$ cat config.mk
export PLATFORM = sky130hd
export DESIGN_NAME = control_seq_flat
export DESIGN_NICKNAME = d
export VERILOG_FILES = /design/src/rtl/control_seq_if.sv /design/src/rtl/control_seq.sv /design/src/flat_wrapper.sv
export SDC_FILE = /design/constraint.sdc
export NUM_CORES = 1
export LEC_CHECK = 0
export CAP_MARGIN = 20
export CORE_MARGIN = 10
export CORE_UTILIZATION = 26
export CTS_CLUSTER_DIAMETER = 120
export CTS_CLUSTER_SIZE = 8
export DETAILED_ROUTE_END_ITERATION = 6
export PLACE_DENSITY = 0.49
export RECOVER_POWER = 100
export SETUP_SLACK_MARGIN = 0.15
export SYNTH_ARGS = -nofsm -noshare
export SYNTH_HDL_FRONTEND = slang
export SYNTH_SLANG_ARGS = --single-unit
$ cat constraint.sdc
create_clock -name clk -period 1.9 [get_ports clk]
set_clock_uncertainty 0.1 [all_clocks]
set_input_delay 0.285 -clock clk [delete_from_list [all_inputs] [get_ports clk]]
set_output_delay 0.285 -clock clk [all_outputs]
set_load 0.01 [all_outputs]
$ cat src/rtl/control_seq_if.sv
// control_seq_if: instruction fields, memory handshake and datapath control bus of the sequencer
// Ports (master = sequencer side):
//   in : opcode, funct3, bit20, bit30, cmp_out, mem_ready
//   out: pc_enable, pc_load, reg_re1, reg_re2, reg_we, alu_sel1, alu_sel2, target_load,
//        mem_addr_sel, inst_load, inst_mux_sel, alu_op, wd_sel, mem_read_op, mem_write_op,
//        halt, fault, state, cycle_count, instret_count
interface control_seq_if #(parameter int CNT_W = 32);
    logic [6:0]       opcode;
    logic [2:0]       funct3;
    logic             bit20, bit30, cmp_out, mem_ready;
    logic             pc_enable, pc_load, reg_re1, reg_re2, reg_we, alu_sel1, alu_sel2;
    logic             target_load, mem_addr_sel, inst_load, inst_mux_sel;
    logic [4:0]       alu_op;
    logic [1:0]       wd_sel;
    logic [2:0]       mem_read_op;
    logic [1:0]       mem_write_op;
    logic             halt, fault;
    logic [2:0]       state;
    logic [CNT_W-1:0] cycle_count, instret_count;
    modport master (
        input  opcode, funct3, bit20, bit30, cmp_out, mem_ready,
        output pc_enable, pc_load, reg_re1, reg_re2, reg_we, alu_sel1, alu_sel2, target_load,
               mem_addr_sel, inst_load, inst_mux_sel, alu_op, wd_sel, mem_read_op, mem_write_op,
               halt, fault, state, cycle_count, instret_count
    );
    modport slave (
        output opcode, funct3, bit20, bit30, cmp_out, mem_ready,
        input  pc_enable, pc_load, reg_re1, reg_re2, reg_we, alu_sel1, alu_sel2, target_load,
               mem_addr_sel, inst_load, inst_mux_sel, alu_op, wd_sel, mem_read_op, mem_write_op,
               halt, fault, state, cycle_count, instret_count
    );
endinterface

$ cat src/rtl/control_seq.sv
// control_seq: multicycle RV32I control sequencer with ready-based memory handshake
// Ports: clk, reset_n (async active-low), bus (control_seq_if.master: instruction fields,
//        mem_ready, datapath controls, halt/fault/state, cycle and retired counters)
// Optional: CONTROL_TIMEOUT_EN enables the memory-wait timeout into the sticky FAULT state.
module control_seq #(
    parameter int CNT_W    = 32,
    parameter int SKIP_MEM = 1,
    parameter int TIMEOUT  = 255
) (
    input  logic          clk,
    input  logic          reset_n,
    control_seq_if.master bus
);
    localparam logic [6:0] OP_LOAD = 7'b0000011, OP_STORE = 7'b0100011, OP_JALR = 7'b1100111,
                           OP_JAL = 7'b1101111, OP_BRANCH = 7'b1100011, OP_OPIMM = 7'b0010011,
                           OP_OP = 7'b0110011, OP_LUI = 7'b0110111, OP_AUIPC = 7'b0010111,
                           OP_SYSTEM = 7'b1110011;
    localparam logic [2:0] LW = 3'b010, LNONE = 3'b111;
    localparam logic [1:0] SNONE = 2'b11;

    typedef enum logic [2:0] {
        S_FETCH = 3'd0, S_DECODE = 3'd1, S_MEM = 3'd2, S_EXEC = 3'd3, S_HALTED = 3'd4, S_FAULT = 3'd5
    } state_t;

    state_t           r_state, w_next;
    logic             r_halt, r_fault;
    logic [CNT_W-1:0] r_cycle, r_instret;

    logic w_ld, w_st, w_jalr, w_jal, w_br, w_opi, w_op, w_lui, w_auipc, w_ldst, w_memop, w_stop;
    logic w_wait, w_tmo;

    assign w_ld    = bus.opcode == OP_LOAD;
    assign w_st    = bus.opcode == OP_STORE;
    assign w_jalr  = bus.opcode == OP_JALR;
    assign w_jal   = bus.opcode == OP_JAL;
    assign w_br    = bus.opcode == OP_BRANCH;
    assign w_opi   = bus.opcode == OP_OPIMM;
    assign w_op    = bus.opcode == OP_OP;
    assign w_lui   = bus.opcode == OP_LUI;
    assign w_auipc = bus.opcode == OP_AUIPC;
    assign w_ldst  = w_ld | w_st;
    assign w_memop = w_ldst | w_jalr;
    assign w_stop  = (bus.opcode == OP_SYSTEM) & bus.bit20;
    // cycles in which the sequencer is stalled on the memory handshake
    assign w_wait  = (r_state == S_FETCH) | ((r_state == S_MEM) & w_ldst);

`ifdef CONTROL_TIMEOUT_EN
    localparam int WW = $clog2(TIMEOUT + 1);
    logic [WW-1:0] r_wait;
    assign w_tmo = w_wait & ~bus.mem_ready & (r_wait == WW'(TIMEOUT - 1));
    // counts consecutive not-ready cycles; any non-waiting cycle (including every entry) clears it
    always_ff @(posedge clk or negedge reset_n)
        if (!reset_n) r_wait <= '0;
        else          r_wait <= (w_wait && !bus.mem_ready) ? r_wait + 1'b1 : '0;
    assign bus.fault = r_fault;
`else
    assign w_tmo     = 1'b0;
    assign bus.fault = 1'b0;
`endif

    always_comb begin
        w_next = r_state;
        case (r_state)
            S_FETCH:  w_next = bus.mem_ready ? S_DECODE : S_FETCH;
            S_DECODE: w_next = (w_memop || SKIP_MEM == 0) ? S_MEM : S_EXEC;
            S_MEM:    w_next = (!w_ldst || bus.mem_ready) ? S_EXEC : S_MEM;
            S_EXEC:   w_next = w_stop ? S_HALTED : S_FETCH;
            default:  w_next = r_state;
        endcase
        if (w_tmo) w_next = S_FAULT;
    end

    always_ff @(posedge clk or negedge reset_n)
        if (!reset_n) begin
            r_state   <= S_FETCH;
            r_halt    <= 1'b0;
            r_fault   <= 1'b0;
            r_cycle   <= '0;
            r_instret <= '0;
        end else begin
            r_state <= w_next;
            r_halt  <= w_next == S_HALTED;
            r_fault <= w_next == S_FAULT;
            if (r_state != S_HALTED && r_state != S_FAULT) r_cycle <= r_cycle + 1'b1;
            if (r_state == S_EXEC && !w_stop) r_instret <= r_instret + 1'b1;
        end

    always_comb begin
        bus.pc_enable    = 1'b0;
        bus.pc_load      = 1'b0;
        bus.reg_re1      = 1'b0;
        bus.reg_re2      = 1'b0;
        bus.reg_we       = 1'b0;
        bus.alu_sel1     = 1'b0;
        bus.alu_sel2     = 1'b0;
        bus.target_load  = 1'b0;
        bus.mem_addr_sel = 1'b0;
        bus.inst_load    = 1'b0;
        bus.inst_mux_sel = (r_state == S_MEM) || (r_state == S_EXEC);
        bus.alu_op       = '0;
        bus.wd_sel       = (w_jal || w_jalr) ? 2'b01 : w_ld ? 2'b11 : 2'b00;
        bus.mem_read_op  = LNONE;
        bus.mem_write_op = SNONE;
        case (r_state)
            S_FETCH: bus.mem_read_op = LW;
            S_DECODE: begin
                bus.reg_re1     = 1'b1;
                bus.reg_re2     = 1'b1;
                bus.inst_load   = 1'b1;
                bus.target_load = 1'b1;
                bus.alu_sel1    = 1'b1;
                bus.alu_sel2    = 1'b1;
            end
            S_MEM: begin
                bus.mem_addr_sel = 1'b1;
                bus.target_load  = w_jalr;
                bus.alu_sel2     = w_memop;
                bus.mem_read_op  = w_ld ? bus.funct3 : LNONE;
                bus.mem_write_op = w_st ? bus.funct3[1:0] : SNONE;
            end
            S_EXEC: begin
                bus.pc_enable = !w_stop;
                bus.pc_load   = (w_br & bus.cmp_out) | w_jal | w_jalr;
                bus.reg_we    = w_opi | w_lui | w_op | w_auipc | w_jal | w_jalr | w_ld;
                bus.alu_sel1  = w_auipc;
                bus.alu_sel2  = w_auipc | w_opi | w_lui;
                // bit30 selects SUB/SRA for OP and only SRAI among the immediates
                bus.alu_op    = (w_op || (w_opi && bus.funct3 == 3'b101)) ? {1'b0, bus.bit30, bus.funct3} :
                                w_opi ? {2'b00, bus.funct3} : w_br ? {2'b10, bus.funct3} : 5'd0;
            end
            default: ;
        endcase
    end

    assign bus.halt          = r_halt;
    assign bus.state         = r_state;
    assign bus.cycle_count   = r_cycle;
    assign bus.instret_count = r_instret;
endmodule
$ cat src/flat_wrapper.sv
// flat-port wrapper written by rule: the top's interface ports become plain ports
module control_seq_flat 
#(
    parameter int CNT_W    = 32,
    parameter int SKIP_MEM = 1,
    parameter int TIMEOUT  = 255
)
  (clk, reset_n, bus_opcode, bus_funct3, bus_bit20, bus_bit30, bus_cmp_out, bus_mem_ready, bus_pc_enable, bus_pc_load, bus_reg_re1, bus_reg_re2, bus_reg_we, bus_alu_sel1, bus_alu_sel2, bus_target_load, bus_mem_addr_sel, bus_inst_load, bus_inst_mux_sel, bus_alu_op, bus_wd_sel, bus_mem_read_op, bus_mem_write_op, bus_halt, bus_fault, bus_state, bus_cycle_count, bus_instret_count);
  control_seq_if #(.CNT_W(CNT_W)) bus_i ();
  input  logic clk;
  input  logic reset_n;
  input wire logic [$bits(bus_i.opcode)-1:0] bus_opcode;
  input wire logic [$bits(bus_i.funct3)-1:0] bus_funct3;
  input wire logic [$bits(bus_i.bit20)-1:0] bus_bit20;
  input wire logic [$bits(bus_i.bit30)-1:0] bus_bit30;
  input wire logic [$bits(bus_i.cmp_out)-1:0] bus_cmp_out;
  input wire logic [$bits(bus_i.mem_ready)-1:0] bus_mem_ready;
  output wire logic [$bits(bus_i.pc_enable)-1:0] bus_pc_enable;
  output wire logic [$bits(bus_i.pc_load)-1:0] bus_pc_load;
  output wire logic [$bits(bus_i.reg_re1)-1:0] bus_reg_re1;
  output wire logic [$bits(bus_i.reg_re2)-1:0] bus_reg_re2;
  output wire logic [$bits(bus_i.reg_we)-1:0] bus_reg_we;
  output wire logic [$bits(bus_i.alu_sel1)-1:0] bus_alu_sel1;
  output wire logic [$bits(bus_i.alu_sel2)-1:0] bus_alu_sel2;
  output wire logic [$bits(bus_i.target_load)-1:0] bus_target_load;
  output wire logic [$bits(bus_i.mem_addr_sel)-1:0] bus_mem_addr_sel;
  output wire logic [$bits(bus_i.inst_load)-1:0] bus_inst_load;
  output wire logic [$bits(bus_i.inst_mux_sel)-1:0] bus_inst_mux_sel;
  output wire logic [$bits(bus_i.alu_op)-1:0] bus_alu_op;
  output wire logic [$bits(bus_i.wd_sel)-1:0] bus_wd_sel;
  output wire logic [$bits(bus_i.mem_read_op)-1:0] bus_mem_read_op;
  output wire logic [$bits(bus_i.mem_write_op)-1:0] bus_mem_write_op;
  output wire logic [$bits(bus_i.halt)-1:0] bus_halt;
  output wire logic [$bits(bus_i.fault)-1:0] bus_fault;
  output wire logic [$bits(bus_i.state)-1:0] bus_state;
  output wire logic [$bits(bus_i.cycle_count)-1:0] bus_cycle_count;
  output wire logic [$bits(bus_i.instret_count)-1:0] bus_instret_count;
  assign bus_i.opcode = bus_opcode;
  assign bus_i.funct3 = bus_funct3;
  assign bus_i.bit20 = bus_bit20;
  assign bus_i.bit30 = bus_bit30;
  assign bus_i.cmp_out = bus_cmp_out;
  assign bus_i.mem_ready = bus_mem_ready;
  assign bus_pc_enable = bus_i.pc_enable;
  assign bus_pc_load = bus_i.pc_load;
  assign bus_reg_re1 = bus_i.reg_re1;
  assign bus_reg_re2 = bus_i.reg_re2;
  assign bus_reg_we = bus_i.reg_we;
  assign bus_alu_sel1 = bus_i.alu_sel1;
  assign bus_alu_sel2 = bus_i.alu_sel2;
  assign bus_target_load = bus_i.target_load;
  assign bus_mem_addr_sel = bus_i.mem_addr_sel;
  assign bus_inst_load = bus_i.inst_load;
  assign bus_inst_mux_sel = bus_i.inst_mux_sel;
  assign bus_alu_op = bus_i.alu_op;
  assign bus_wd_sel = bus_i.wd_sel;
  assign bus_mem_read_op = bus_i.mem_read_op;
  assign bus_mem_write_op = bus_i.mem_write_op;
  assign bus_halt = bus_i.halt;
  assign bus_fault = bus_i.fault;
  assign bus_state = bus_i.state;
  assign bus_cycle_count = bus_i.cycle_count;
  assign bus_instret_count = bus_i.instret_count;
  control_seq #(.CNT_W(CNT_W), .SKIP_MEM(SKIP_MEM), .TIMEOUT(TIMEOUT)) u_core (.clk(clk), .reset_n(reset_n), .bus(bus_i));
endmodule
==> metrics.yaml <==
outcome:
  status: "complete, but fails checks"
  violations: "negative setup slack"
layout:
  num_antenna_cells: 0
  fillers: 1278
  finalNonFillerCells: 706
  nets: 544
  drive_gt1_frac: 0.389
  area_growth_pct: 71.3
clocking:
  clockBufferDepth: 2
  numCtsBuffers: 9
  clock-root-buffer: "clkbuf_16"
  clock_latency_ns: 0.33
  cts_tree: "yes"
  cts_max_level: 3
  clock_sinks: 68
  cts.clk_slew.worst_paths_ns: 0.05
timing:
  finalCritPeriodShare: 1.05
  period_needed_ns: 1.99
  hold_viol: 0
  setup_viol: 10
  slew_headroom: 0.350
  fmax_mhz: 502
  setup_ws_ns: -0.0921
  tightest_slew_ns: 0.975
  slew_viol_final: 0
  rsz0062_at_grt: "yes"
worst_setup_path:
  path_cells: "buf_4 -> nand2b_4 -> nand2b_4 -> inv_4 -> or3_4 -> buf_6"
  start_kind: "register"
  cp.required_ns: 1.51
  critPathMaxFanout: 4
  r2r-start: "u_core.bus.state[2]"
  path_class: "reg -> out"
  slowest_stage: "dfrtp_2"
  worstReg2RegEnd: "u_core.bus.instret_count[27]"
  crit_arrival_ns: 1.61
  slowest_delay_ns: 0.43
  worst_r2r_path_depth: 7
  reg2reg_slack_ns: 0.02
  end_kind: "output port"
  cp_common_cell: "nand2b_4"
floorplanning:
  ios: 108
  fp.dieH_um: 137
  die_area_um2: 18700
  start_util: 0.267
  rows: 42
  coreArea_um2: 13300
  die_w_um: 137
power_and_ir_drop:
  power.leakage_uw: 0.00274
  p_per_area_nw_per_um2: 948
  peakVddDrop_mv: 0.713
  total_power_uw: 5760
worst_hold_path:
  hold_start: "u_core.bus.instret_count[31]"
  whs_endpoint: "u_core.bus.instret_count[31]"
  whs_path_depth: 1
  holdCritPathClass: "reg -> reg"
global_routing:
  antenna_found_initial: 0
  grt_pass1_wl_um: 18600
  grt_pass1_vias: 3481
  grtUsageTotal: 0.124
  overflow: 0
  grt_max_degree: 69
logic_synthesis:
  synth_cell_types: 45
  ys_ff_latch: 68
  yosysTopAreaCell: "dfrtp_1"
  async_flop_share: 1.00
  syn_inst: 351
  ys_warn_count: 0
  synth_area_um2: 3550
  synth_area_leaders: "dfrtp_1, xnor2_1, nand4_1"
  synth_edf_count: 0
  seq_area_frac_synth: 0.480
  syn-num-nets: 369
  synth_ff_type: "dfrtp_1"
  avgSynthCellArea_um2: 10.1
  synth_top_area_share: 0.480
placed_design:
  dpl.hpwl_um: 8390
  place_congestion: 0.787
  portBuffers: 106
  dpl.cell_count: 669
route:
  wire_per_inst_um: 16.4
  drt_first_pass_iters: 4
  drt-initial-drc-count: 115
  drt-total-wl_um: 11600
  routed-via-count: 3348
  postRouteAntennaNets: 0
  routed_via_density: 4.74
  post-route-drc-count: 0
job:
  maxCapViolCount: 0
cell usage after synthesis, types with 2 or more instances:
| master | count |
|---|---|
| and3b_1 | 2 |
| and2_1 | 7 |
| a211o_1 | 3 |
| nor3_2 | 2 |
| ha_1 | 2 |
| buf_2 | 6 |
| xor2_1 | 20 |
| buf_6 | 2 |
| a31oi_1 | 2 |
| o31ai_1 | 2 |
| o21ai_0 | 4 |
| nand3b_1 | 2 |
| nand2b_1 | 4 |
| clkbuf_1 | 3 |
| mux2_2 | 2 |
| nand4_1 | 31 |
| a21oi_1 | 3 |
| nor4_1 | 6 |
| buf_4 | 3 |
| nand4b_1 | 3 |
| clkbuf_2 | 3 |
| dfrtp_1 | 68 |
| and3_1 | 10 |
| nand3_1 | 25 |
| nand2_1 | 32 |
| and4_1 | 9 |
| inv_1 | 11 |
| nor2_1 | 16 |
| nor3_1 | 10 |
| or4_1 | 2 |
| xnor2_1 | 42 |
cells by family after synthesis:
family          share of synthesized area
simple gates                        0.275
flops                               0.480
xor+xnor                            0.153
buf+inv                            0.0413
compound gates                     0.0360
fa+ha+maj                         0.00706
mux                               0.00635
other cells                       0.00106
metal layers:
layer  vias to the layer above  wire length (um)  part of all wire  GRT usage
met5                         -                 0                 0          0
met4                         0               237             0.021     0.0404
met3                        17               723             0.063     0.0411
met2                        81              5840              0.51      0.214
met1                      1652              4760              0.41      0.142
li1                       1598                 -                 -          -
report_power, final:
group | internal (uW) | switching, uW
combinational | 1310 | 1100
clock | 866 | 589
sequential | 1660 | 234
worst max path at each step:
| stage | startpoint | end | slack, ns | depth (start not counted) |
|---|---|---|---|---|
| 4_1_cts | u_core.bus.state[0] | bus_alu_sel2 | -0.09 | 5 |
| 3_5_place_dp | bus_opcode[3] | bus_mem_read_op[2] | -0.78 | 6 |
| 6_report | u_core.bus.state[0] | bus_alu_sel2 | -0.09 | 6 |
| 3_3_place_gp | bus_opcode[3] | bus_mem_read_op[2] | -0.68 | 6 |
| 5_1_grt | u_core.bus.state[0] | bus_target_load | -0.16 | 5 |
| 2_1_floorplan | u_core.bus.state[2] | u_core.bus.instret_count[20] | 0.08 | 6 |
worst max-delay path: cells and delay by family (launching register included):
kind          cells  cell delay, ns
buf+inv           3            0.31
flops             1            0.43
simple gates      3            0.54
area by class of cell:
type | instances | area (um2) | area share
Clock buffer | 11 | 233 | 0.0383
Clock inverter | 4 | 20.0 | 0.00329
Inverter | 11 | 43.8 | 0.00721
Multi-Input combinational cell | 254 | 2150 | 0.353
Sequential cell | 68 | 1730 | 0.285
Tap cell | 176 | 220 | 0.0362
Timing Repair Buffer | 182 | 1680 | 0.277
cell usage in the layout, fill, tap and decap left out, types with 3 or more instances in the layout:
cell / instances
nor2_1: 9
nand2_1: 26
and4_1: 7
buf_4: 55
nor3_1: 3
nor2_4: 5
buf_2: 16
and3_1: 10
dlygate4sd2_1: 9
nor4_4: 7
xnor2_1: 40
buf_12: 3
nand4b_1: 3
dfrtp_1: 46
buf_6: 26
clkbuf_16: 9
inv_1: 9
nand3_1: 21
xor2_1: 20
clkinv_2: 4
and2_1: 6
clkdlybuf4s50_1: 52
nand4_1: 31
a211o_4: 3
dlymetal6s2s_1: 13
nand2_2: 4
dfrtp_2: 22
nand3_2: 3
nor3_4: 9
state kept, by name, indices dropped and copies added (netlist names):
register	cells
u_core.bus.instret_count	32
u_core.bus.state	3
u_core.bus.cycle_count	32
u_core.bus.halt	1
timing repair:
| item | CTS | global route |
|---|---|---|
| pin swaps | 50 | 24 |
| hold endpoints to repair | 68 | 0 |
| hold buffers | 1 | 0 |
| setup buffers | 9 | 12 |
| gates resized for setup | 213 | 63 |
| endpoints found under the setup margin | 68 | 93 |
per-stage QoR:
stage	setup WS [ns]	utilization	setup TNS (ns)	hold WS, ns	instance area [um2]
floorplan	0.0753	-	0	-0.111	3620
global placement	-0.685	0.392	-18.14	0.244	5210
detailed placement	-0.776	0.392	-19.84	0.244	5210
CTS	-0.0940	0.436	-0.306	0.373	5800
global route	-0.165	0.457	-1.48	0.392	6080
finish	-0.0921	0.457	-0.397	0.367	6080
No activity file was read; power rests on OpenSTA's default activity.
